[src/rtl/fp_alu_pkg.sv]
// Shared FP ALU definitions: opcode constants, rounding-mode encodings,
// issue-sequencer state and small decode helpers.
package fp_alu_pkg;

    localparam int XLEN = 32;
    localparam int OP_W = 5;
    localparam int RM_W = 3;

    localparam logic [OP_W-1:0] OP_FADD  = 5'd0;
    localparam logic [OP_W-1:0] OP_FSUB  = 5'd1;
    localparam logic [OP_W-1:0] OP_FMUL  = 5'd2;
    localparam logic [OP_W-1:0] OP_FDIV  = 5'd3;
    localparam logic [OP_W-1:0] OP_FSQRT = 5'd4;
    localparam logic [OP_W-1:0] OP_FMIN  = 5'd5;
    localparam logic [OP_W-1:0] OP_FMAX  = 5'd6;
    localparam logic [OP_W-1:0] OP_FCVT  = 5'd7;

    localparam logic [RM_W-1:0] RM_RNE = 3'd0;
    localparam logic [RM_W-1:0] RM_RTZ = 3'd1;
    localparam logic [RM_W-1:0] RM_RDN = 3'd2;
    localparam logic [RM_W-1:0] RM_RUP = 3'd3;
    localparam logic [RM_W-1:0] RM_RMM = 3'd4;
    localparam logic [RM_W-1:0] RM_DYN = 3'd7;

    typedef enum logic [1:0] {
        ST_IDLE = 2'd0,
        ST_EXEC = 2'd1,
        ST_RESP = 2'd2
    } issue_state_e;

    // Operand bundle held on the ALU inputs for the duration of an op
    typedef struct packed {
        logic [OP_W-1:0] op;
        logic [XLEN-1:0] rd1;
        logic [XLEN-1:0] rd2;
        logic [XLEN-1:0] conv;
        logic [RM_W-1:0] rm;
    } alu_issue_t;

    function automatic logic is_long_op(input logic [OP_W-1:0] op);
        return (op == OP_FDIV) || (op == OP_FSQRT);
    endfunction

    // Encodings 5 and 6 are reserved; 7 (DYN) is only meaningful before resolution
    function automatic logic rm_is_illegal(input logic [RM_W-1:0] rm);
        return (rm == 3'd5) || (rm == 3'd6) || (rm == 3'd7);
    endfunction

endpackage

[src/rtl/fp_alu_issue_ctrl.sv]
// Issue sequencer for the FP ALU: accepts one op, holds operands for the
// op-class latency, captures the ALU result and returns it over valid/ready.
module fp_alu_issue_ctrl
    import fp_alu_pkg::*;
#(
    parameter int LAT_SHORT = 2,
    parameter int LAT_LONG  = 16,
    parameter int CNT_W     = 5
) (
    input  logic            clk,
    input  logic            rst_n,
    input  logic            req_valid,
    output logic            req_ready,
    input  logic [OP_W-1:0] req_op,
    input  logic [XLEN-1:0] req_rs1,
    input  logic [XLEN-1:0] req_rs2,
    input  logic [XLEN-1:0] req_conv,
    input  logic [RM_W-1:0] req_rm,
    input  logic [RM_W-1:0] frm,
    output logic [XLEN-1:0] alu_rd1,
    output logic [XLEN-1:0] alu_rd2,
    output logic [XLEN-1:0] alu_conv,
    output logic [OP_W-1:0] alu_op,
    output logic [RM_W-1:0] alu_rm,
    input  logic [XLEN-1:0] alu_result,
    output logic            rsp_valid,
    input  logic            rsp_ready,
    output logic [XLEN-1:0] rsp_data,
    output logic            rsp_illegal,
    output logic            busy
);

    localparam logic [CNT_W-1:0] LOAD_SHORT = CNT_W'(LAT_SHORT - 1);
    localparam logic [CNT_W-1:0] LOAD_LONG  = CNT_W'(LAT_LONG - 1);

    issue_state_e    state, state_nxt;
    alu_issue_t      issue_q;
    logic [CNT_W-1:0] cnt;
    logic [RM_W-1:0] rm_eff;
    logic            rm_bad;
    logic            accept;
    logic            cnt_done;

    assign rm_eff   = (req_rm == RM_DYN) ? frm : req_rm;
    assign rm_bad   = rm_is_illegal(rm_eff);
    assign accept   = req_valid && (state == ST_IDLE);
    assign cnt_done = (cnt == '0);

    always_ff @(posedge clk or negedge rst_n) begin
        if (!rst_n) state <= ST_IDLE;
        else        state <= state_nxt;
    end

    always_comb begin
        state_nxt = state;
        unique case (state)
            ST_IDLE: if (accept) state_nxt = rm_bad ? ST_RESP : ST_EXEC;
            ST_EXEC: if (cnt_done) state_nxt = ST_RESP;
            ST_RESP: if (rsp_ready) state_nxt = ST_IDLE;
            default: state_nxt = ST_IDLE;
        endcase
    end

    always_comb begin
        req_ready = (state == ST_IDLE);
        rsp_valid = (state == ST_RESP);
        busy      = (state != ST_IDLE);
    end

    // Operand registers only load on a legal accept, so the ALU inputs never
    // toggle while idle, waiting for a response, or on a rejected op.
    always_ff @(posedge clk or negedge rst_n) begin
        if (!rst_n) begin
            issue_q <= '0;
            cnt     <= '0;
        end else if (accept && !rm_bad) begin
            issue_q.op   <= req_op;
            issue_q.rd1  <= req_rs1;
            issue_q.rd2  <= req_rs2;
            issue_q.conv <= req_conv;
            issue_q.rm   <= rm_eff;
            cnt          <= is_long_op(req_op) ? LOAD_LONG : LOAD_SHORT;
        end else if (state == ST_EXEC && !cnt_done) begin
            cnt <= cnt - 1'b1;
        end
    end

    always_ff @(posedge clk or negedge rst_n) begin
        if (!rst_n) begin
            rsp_data    <= '0;
            rsp_illegal <= 1'b0;
        end else if (accept && rm_bad) begin
            rsp_data    <= '0;
            rsp_illegal <= 1'b1;
        end else if (state == ST_EXEC && cnt_done) begin
            rsp_data    <= alu_result;
            rsp_illegal <= 1'b0;
        end
    end

    assign alu_op   = issue_q.op;
    assign alu_rd1  = issue_q.rd1;
    assign alu_rd2  = issue_q.rd2;
    assign alu_conv = issue_q.conv;
    assign alu_rm   = issue_q.rm;

endmodule
[config.mk]
export PLATFORM = sky130hd
export DESIGN_NAME = fp_alu_issue_ctrl
export DESIGN_NICKNAME = d
export VERILOG_FILES = /design/src/rtl/fp_alu_pkg.sv /design/src/rtl/fp_alu_issue_ctrl.sv
export SDC_FILE = /design/constraint.sdc
export NUM_CORES = 1
export LEC_CHECK = 0
export ABC_CLOCK_PERIOD_IN_PS = 1700
export BUFFER_PORTS_ARGS = -buffer_cell sky130_fd_sc_hd__buf_2
export CAP_MARGIN = 20
export CORE_MARGIN = 2
export CORE_UTILIZATION = 41
export DETAILED_ROUTE_END_ITERATION = 10
export GPL_ROUTABILITY_DRIVEN = 0
export PLACE_DENSITY = 0.88
export SYNTH_ARGS = -nofsm -noshare
export SYNTH_HDL_FRONTEND = slang
export SYNTH_SLANG_ARGS = --single-unit
[constraint.sdc]
create_clock -name clk -period 1.7 [get_ports clk]
set_clock_uncertainty 0.05 [all_clocks]
set_input_delay 0.17 -clock clk [delete_from_list [all_inputs] [get_ports clk]]
set_output_delay 0.17 -clock clk [all_outputs]
set_load 0.02 [all_outputs]
### Yosys cells after proc, flatten, opt, wreduce, memory -nomap -nowiden

Index checks and enable logic that the tools add are counted.

| storage, ports and cells | value |
|---|---|
| register bits | 144 |
| output and inout bits | 140 |
| word-level logic and storage cells | 50 |

| operators by class | value |
|---|---|
| eq/ne operators | 11 |
| add/subtract/negate cells | 1 |
| muxes and demuxes | 13 |
| reductions and logical operators | 16 |

Operators by type and width:

| operator | count |
|---|---|
| 32-bit 2-to-1 mux | 2 |
| 3-bit == test (second input constant) | 4 |
| 5-bit 2-to-1 mux | 2 |
| 2-bit 2-to-1 mux | 4 |
| 2-bit case mux with 3 select lines | 1 |
| 2-bit nonzero test | 3 |
| 5-bit by 2-bit == test with 1-bit output (second input constant) | 1 |
| 5-bit by 3-bit == test with 1-bit output (second input constant) | 1 |
| 1-bit logical AND | 5 |
| 5-bit zero test | 1 |
| 5-bit by 1-bit subtractor with 5-bit output (second input constant) | 1 |
| 4-bit 2-to-1 mux | 1 |
| 2-bit by 1-bit inequality test with 1-bit output (second input constant) | 2 |
| 1-bit logical OR | 3 |
| 3-bit 2-to-1 mux | 1 |
| 3-bit AND reduction | 1 |
| 2-bit by 1-bit == test with 1-bit output (second input constant) | 1 |
| 2-bit == test (second input constant) | 1 |
| 1-bit zero test | 2 |
| 2-bit zero test | 1 |
| 1-bit 2-to-1 mux | 2 |
| 2-bit inequality test (second input constant) | 1 |

### Logic depth before layout (Yosys ltp)

Gate-level depths: netlist of run 1.

| logic depth | value |
|---|---|
| depth in word-level cells | 8 |
| depth in mapped cells | 8 |

### Worst setup path after synthesis of run 1

OpenSTA, ideal clock, no wires.

| path | value |
|---|---|
| kind | reg-to-reg |
| start | reg state[0] |
| end | reg issue_q (netlist bit alu_rd2[10]) |
| stages on the path, launching flop included | 7 |
| setup slack | -267 ps |
| required time | 1525 ps |
| arrival time | 1792 ps |
| path through | dfrtp_1 -> nor2_1 -> nand2_1 -> nor2_4 -> buf_6 -> buf_6 -> mux2_4 |

| between the ends | value |
|---|---|
| word-level cells in the longest chain between the ends | 3 |

RTL lines:

| item | line | RTL |
|---|---|---|
| start, declared | fp_alu_issue_ctrl.sv:36 | `issue_state_e state, state_nxt;` |
| start signal, assigned | fp_alu_issue_ctrl.sv:51 | `else state <= state_nxt;` |
| 2-bit zero test | n/a |  |
| named net req_ready | fp_alu_issue_ctrl.sv:13 | `output logic req_ready,` |
| 1-bit logical AND | fp_alu_issue_ctrl.sv:46 | `assign accept = req_valid && (state == ST_IDLE);` |
| 1-bit logical AND | fp_alu_issue_ctrl.sv:76 | `end else if (accept && !rm_bad) begin` |
| end, declared | fp_alu_issue_ctrl.sv:37 | `alu_issue_t issue_q;` |

The timed path passes the listed nets, and every way through them passes these cells.
A chain may end at the register's enable or synchronous reset.

### Worst setup path after layout of run 1

| path | value |
|---|---|
| start | reg cnt[0] |
| end | reg rsp_data[9] |

| between the ends | value |
|---|---|
| word-level cells in the longest chain between the ends | 3 |

RTL lines:

| item | line | RTL |
|---|---|---|
| start, declared | fp_alu_issue_ctrl.sv:38 | `logic [CNT_W-1:0] cnt;` |
| start signal, assigned | fp_alu_issue_ctrl.sv:82 | `cnt <= is_long_op(req_op) ? LOAD_LONG : LOAD_SHORT;` |
| start signal, assigned | fp_alu_issue_ctrl.sv:84 | `cnt <= cnt - 1'b1;` |
| 5-bit zero test | fp_alu_issue_ctrl.sv:47 | `assign cnt_done = (cnt == '0);` |
| 1-bit logical AND | fp_alu_issue_ctrl.sv:95 | `end else if (state == ST_EXEC && cnt_done) begin` |
| 2-bit nonzero test (no source line) | n/a |  |
| end signal, assigned | fp_alu_issue_ctrl.sv:96 | `rsp_data <= alu_result;` |
| end, declared | fp_alu_issue_ctrl.sv:28 | `output logic [XLEN-1:0] rsp_data,` |

Every way passes these cells.

==> results of run 1 <==
cells in the mapped netlist (all sizes together) (2+ instances only):
library cell	n
clkbuf	3
ha	2
a31oi	3
o21ai	8
mux2	102
nor2	7
xnor2	2
a21oi	32
nand2b	3
dfrtp	144
nand2	74
buf	19
nor2b	2
inv	4
critical path: cells and delay by family, from the launching register on:
family,cells,cell delay [ns]
fa+ha+maj,1,0.14
flops,1,0.39
buf+inv,2,0.26
simple gates,3,0.61
compound gates,1,0.19
timing repair:
item,CTS,global route
cloned,0,3
hold buffers,136,0
endpoints found under the setup margin,28,86
pin swaps,0,1
buffers inserted,0,1
endpoints found under the hold margin,180,0
gates resized for setup,2,12
metrics by stage:
stage,power [mW],cells,TNS [ns]
after floorplan,10.3,421,0
after global placement,12.8,890,0
after detailed placement,13.1,890,-0.202
after CTS,17.4,1058,0
after global routing,18.6,1062,-0.411
final,17.7,1062,-0.0360
routing by layer:
metal / GRT usage / wire length, um / vias up
li1: - / - / 2345
met1: 0.248 / 6700 / 2546
met2: 0.483 / 10700 / 278
met4: 0.136 / 978 / 0
met5: 0 / 0 / -
met3: 0.0604 / 1320 / 83
registers in the layout, summed over array words and instances (netlist names):
name,flops
rsp_illegal,1
state,2
alu_conv,32
alu_op,5
alu_rd1,32
alu_rm,3
alu_rd2,32
rsp_data,32
cnt,5
cells by family after synthesis:
family	after synthesis	share of synthesized area
DFF	144	0.632
muxes	103	0.215
and+or+nand+nor	94	0.0711
AOI/OAI and AO/OA	50	0.0492
buffers and inverters	26	0.0246
xor gates and xnor gates	2	0.00307
adders and majority gates	2	0.00439
layout make-up:
| class | instances | area, um^2 |
|---|---|---|
| Fill cell | 852 | 4040 |
| Inverter | 4 | 15.0 |
| Multi-Input combinational cell | 251 | 2010 |
| Timing Repair Buffer | 451 | 3190 |
| Clock buffer | 17 | 425 |
| Tap cell | 180 | 225 |
| Clock inverter | 15 | 210 |
| Sequential cell | 144 | 3600 |
power groups by stage:
stage | clock network [mW] | registers, mW | logic (mW)
final | 3.99 | 6.03 | 7.72
after global placement | 0 | 5.82 | 6.96
after detailed placement | 0 | 5.94 | 7.13
after global routing | 4.22 | 6.19 | 8.17
after floorplan | 0 | 7.75 | 2.55
after CTS | 4.02 | 5.91 | 7.42
path summary, 6_finish.rpt:
path                              from      endpoint  slack [ns]
min                          req_rm[1]     alu_rm[1]        0.05
max in group asynchronous        rst_n    alu_rd1[5]        0.76
min reg2reg                rsp_illegal   rsp_illegal        0.44
max reg2reg                     cnt[0]   rsp_data[9]       -0.04
min in group asynchronous        rst_n  rsp_data[26]        0.24
max                             cnt[0]   rsp_data[9]       -0.04
==> qor.csv, run 1 <==
stage;metric;value;unit
finish;fin_area;9680;um^2
global_routing;grt-ovfl-total;0;
drt;vias;5252;
power_and_ir_drop;leakagePower;4.73;nW
drt;avgRoutedWirePerCell;18.6;um
yosys;synth_area_leader_cell;dfrtp_1;
power_and_ir_drop;combPwrFrac;0.435;
global_routing;grt_pass1_wl;28.3;mm
worst_setup_path;crit_path_cell_trace;inv_2 -> ha_4 -> nor4b_4 -> and2_4 -> clkbuf_16 -> nand2_1 -> a21oi_1;
finish;insertedDiodeCount;0;
clock_network;root_buffer;clkbuf_16;
finish;layout_commonest_cell;buf_2;
sta;fin_ws;-0.0360;ns
clock_network;path_clk_slew;0.06;ns
floorplanning;io_pins;283;
yosys;yosys.cell_types.count;35;
clock_network;cts_tree;yes;
global_routing;grt_max_degree;48;
sta;min_period_over_period;1.02;
drt;drt-total-wl;19.7;mm
placed_design;numPortBuffers;282;
yosys;synth_flop_cell;dfrtp_1;
drt;drt_iter0_drc;235;
worst_hold_path;hold_depth;3;
sta;worst_slew_pin_slew;0.479;ns
worst_setup_path;cp_slowest_cell;dfrtp_1;
worst_setup_path;arrival;2.01;ns
drt;remaining_drc_errors;0;
run;cap_violations;0;
clock_network;cts_htree_levels;4;
sta;period_needed;1.74;ns
finish;area_delta_synth_final;70.0;%
placed_design;place_area;7570;um^2
yosys;syn_inst;421;
clock_network;cts_max_path_buffers;2;
power_and_ir_drop;seqPwrFrac;0.340;
power_and_ir_drop;peakVddDrop;1030;uV
global_routing;grt_pass1_vias;5565;
global_routing;antenna_found_initial;0;
yosys;syn-num-nets;566;
worst_setup_path;required;1.97;ns
finish;final_cell_mix;281 x buf_2, 143 x dfrtp_1, 136 x dlygate4sd3_1, 84 x mux2_2, 72 x nand2_1;
worst_setup_path;cp-end-kind;flip-flop;
status;run_status;finished, violations left;
yosys;synth_area_leaders;dfrtp_1 63%, mux2_2 17%, nand2_1 4.9%;
yosys;synth-edff-count;0;
power_and_ir_drop;p_int;11.0;mW
worst_setup_path;slowest_delay;0.39;ns
clock_network;cts.sinks;144;
power_and_ir_drop;p_clk_frac;0.225;
worst_setup_path;path_max_fanout;8;
status;violations;negative setup slack;
sta;rsz0062_at_grt;true;
floorplanning;core.rowCount;43;
sta;final_hold_viol_count;0;
clock_network;cts-buffers-inserted;17;
placed_design;place_ws;-0.0605;ns
yosys;synth_top_cell_area_share;0.632;
clock_network;clkLatencyLatePin;0.42;ns
drt;firstDrtPassIters;5;
sta;slew_viol_final;0;
floorplanning;die_area;14900;um^2
drt;avgViaCountPerCell;4.95;
power_and_ir_drop;p_sw;6.78;mW
yosys;yosys_warnings;0;
sta;max_freq;0.576;GHz
yosys;synthArstFlopShare;1.00;
worst_setup_path;worstRegToRegCells;7;
worst_setup_path;worstSetupStartpointType;flip-flop;
worst_hold_path;timing.hold.worst.class;input port to flip-flop;
global_routing;grt_usage;0.253;
finish;final_nets;1014;
yosys;yosysSeqAreaShare;0.632;
floorplanning;start_util;0.415;
yosys;syn_area;5700;um^2
sta;hold_ws;0.0494;ns
sta;slew_headroom;0.681;
floorplanning;dieHeight;122;um
yosys;syn_avg_cell_area;13.5;um^2
sta;finalSetupViolCount;1;
yosys;ys_ff_latch;144;
drt;drtAntennaViolNets;0;
worst_setup_path;crit_type;flip-flop to flip-flop;
power_and_ir_drop;p_sw_frac;0.382;
power_and_ir_drop;p_per_area;1830;nW/um^2
floorplanning;fp.coreArea;13700;um^2
finish;drive_above_1_share;0.527;
placed_design;dp.final_hpwl;10.7;mm
finish;fin_util;0.706;
floorplanning;die_w;122;um
Note: power is estimated with default switching activity, not from simulation.
==> run 2: changes to the inputs <==
--- a/config.mk
+++ b/config.mk
@@ -12,7 +12,8 @@
 export CORE_UTILIZATION = 41
 export DETAILED_ROUTE_END_ITERATION = 10
 export GPL_ROUTABILITY_DRIVEN = 0
-export PLACE_DENSITY = 0.88
+export PLACE_DENSITY = 0.72
+export SKIP_LAST_GASP = 1
 export SYNTH_ARGS = -nofsm -noshare
 export SYNTH_HDL_FRONTEND = slang
 export SYNTH_SLANG_ARGS = --single-unit
==> run 2 against run 1 <==
Against the previous run:
- the run now ends clean
- flip-flop and latch count is the same
- setup slack better by 0.053 ns
- final cell count is 0.19% lower
- sequential power barely moved
- first-iteration DRC count up 9.8%
- non-clock buffer count down 3
- critical endpoint is now alu_conv[13]
- design area is 0.57% lower
==> qor.csv, run 2 (synthesized netlist as in run 1, its figures left out) <==
stage;metric;value;unit
floorplanning;core.rowCount;43;
sta;slew_headroom;0.755;
sta;fin_tns_setup;0;ns
finish;drive_above_1_share;0.540;
drt;vias;5152;
floorplanning;die_area;14900;um^2
run;cap_violations;0;
sta;min_period_over_period;0.990;
sta;rsz0062_at_grt;true;
global_routing;antenna_found_initial;1;
sta;period_needed;1.68;ns
sta;slew_viol_final;0;
worst_setup_path;reg2reg_to;alu_conv[13];
placed_design;numPortBuffers;282;
global_routing;grt-ovfl-total;0;
floorplanning;start_util;0.415;
worst_setup_path;startpoint;state[1];
drt;avgRoutedWirePerCell;17.7;um
drt;drt-total-wl;18.8;mm
clock_network;cts_htree_levels;4;
finish;instances_no_fill;1060;
drt;remaining_drc_errors;0;
worst_setup_path;worstSetupStartpointType;flip-flop;
clock_network;cts_max_path_buffers;2;
drt;drt_iter0_drc;258;
worst_setup_path;worstRegToRegCells;6;
worst_setup_path;crit_type;flip-flop to flip-flop;
status;run_status;finished, final reports clean;
power_and_ir_drop;leakagePower;4.71;nW
finish;layout_commonest_cell;buf_2;
worst_setup_path;rr_startpoint;state[1];
sta;max_freq;0.594;GHz
clock_network;path_clk_slew;0.06;ns
clock_network;cts_tree;yes;
floorplanning;dieHeight;122;um
clock_network;cts.sinks;144;
floorplanning;fp.coreArea;13700;um^2
finish;fin_util;0.702;
worst_hold_path;hold_depth;3;
worst_hold_path;timing.hold.worst.class;input port to flip-flop;
sta;final_hold_viol_count;0;
worst_setup_path;cp-end-kind;flip-flop;
global_routing;grt_pass1_wl;27.6;mm
clock_network;clkLatencyLatePin;0.42;ns
sta;worst_slew_pin_slew;0.365;ns
drt;avgViaCountPerCell;4.86;
global_routing;grt_pass1_vias;5644;
global_routing;grt_usage;0.244;
floorplanning;die_w;122;um
worst_setup_path;path_max_fanout;22;
power_and_ir_drop;peakVddDrop;1190;uV
finish;final_cell_mix;281 x buf_2, 144 x dfrtp_1, 135 x dlygate4sd3_1, 84 x mux2_2, 67 x nand2_1;
floorplanning;io_pins;283;
clock_network;cts-buffers-inserted;17;
worst_setup_path;arrival;1.93;ns
worst_hold_path;min-delay-start;req_rm[0];
worst_setup_path;reg2reg_slack;0.02;ns
power_and_ir_drop;total_power;17.3;mW
global_routing;grt_max_degree;52;
sta;hold_ws;0.0142;ns
finish;area_delta_synth_final;69.0;%
worst_setup_path;required;1.94;ns
placed_design;dp_cells;887;
power_and_ir_drop;p_per_area;1800;nW/um^2
sta;finalSetupViolCount;0;
placed_design;dp.final_hpwl;11.0;mm
worst_hold_path;hold_path_end;alu_rm[0];
finish;final_nets;1011;
drt;drtAntennaViolNets;0;
drt;firstDrtPassIters;5;
clock_network;root_buffer;clkbuf_16;
[run 2: area by class of cell]
cell class / count / area (um^2)
diodes: 1 / 2.50
clock buffers: 18 / 429
clock inverters: 14 / 118
fillers: 890 / 4090
inverters: 4 / 15.0
multi-input cells: 251 / 2070
flip-flops and latches: 144 / 3600
well taps: 180 / 225
repair buffers: 448 / 3160
[run 2: critical path, stage by stage, from the launching register on]
cell	delay [ns]
dfrtp_1	0.42
nor2_4	0.13
nand2_2	0.10
nor2_4	0.13
buf_12	0.17
buf_16	0.18
mux2_2	0.37
[run 2: report_power, final]
| part | switching [mW] | internal (mW) |
|---|---|---|
| logic | 4.29 | 3.50 |
| registers | 1.02 | 5.03 |
| clock network | 1.44 | 2.00 |
[run 2: stage by stage]
stage / cell area (um^2) / setup slack (ns)
3_3_place_gp: 7520 / 0.0583
6_report: 9630 / 0.0174
5_1_grt: 9630 / -0.0519
2_1_floorplan: 5710 / 0.0304
4_1_cts: 9440 / 0.0176
3_5_place_dp: 7520 / -0.0672
[run 2: repair_timing]
| item | 4_1_cts | 5_1_grt |
|---|---|---|
| setup endpoints to repair | 32 | 85 |
| endpoints found under the hold margin | 279 | 0 |
| hold buffers | 135 | 0 |
| pin swaps | 0 | 9 |
| gates cloned | 0 | 2 |
| resized for setup | 1 | 34 |
| buffers inserted | 1 | 2 |
[run 2: worst max path at each step]
stage / to / depth (start not counted) / slack, ns
floorplan: alu_rd2[10] / 6 / 0.03
global placement: alu_rd1[23] / 7 / 0.06
detailed placement: rsp_data[31] / 7 / -0.07
CTS: alu_rd1[28] / 6 / 0.02
global route: rsp_data[10] / 7 / -0.05
finish: alu_conv[13] / 6 / 0.02
[run 2: layer usage]
layer,global-route usage,wire (um)
met4,0.119,690
met5,0,0
met3,0.0637,1190
met2,0.453,10200
met1,0.254,6720
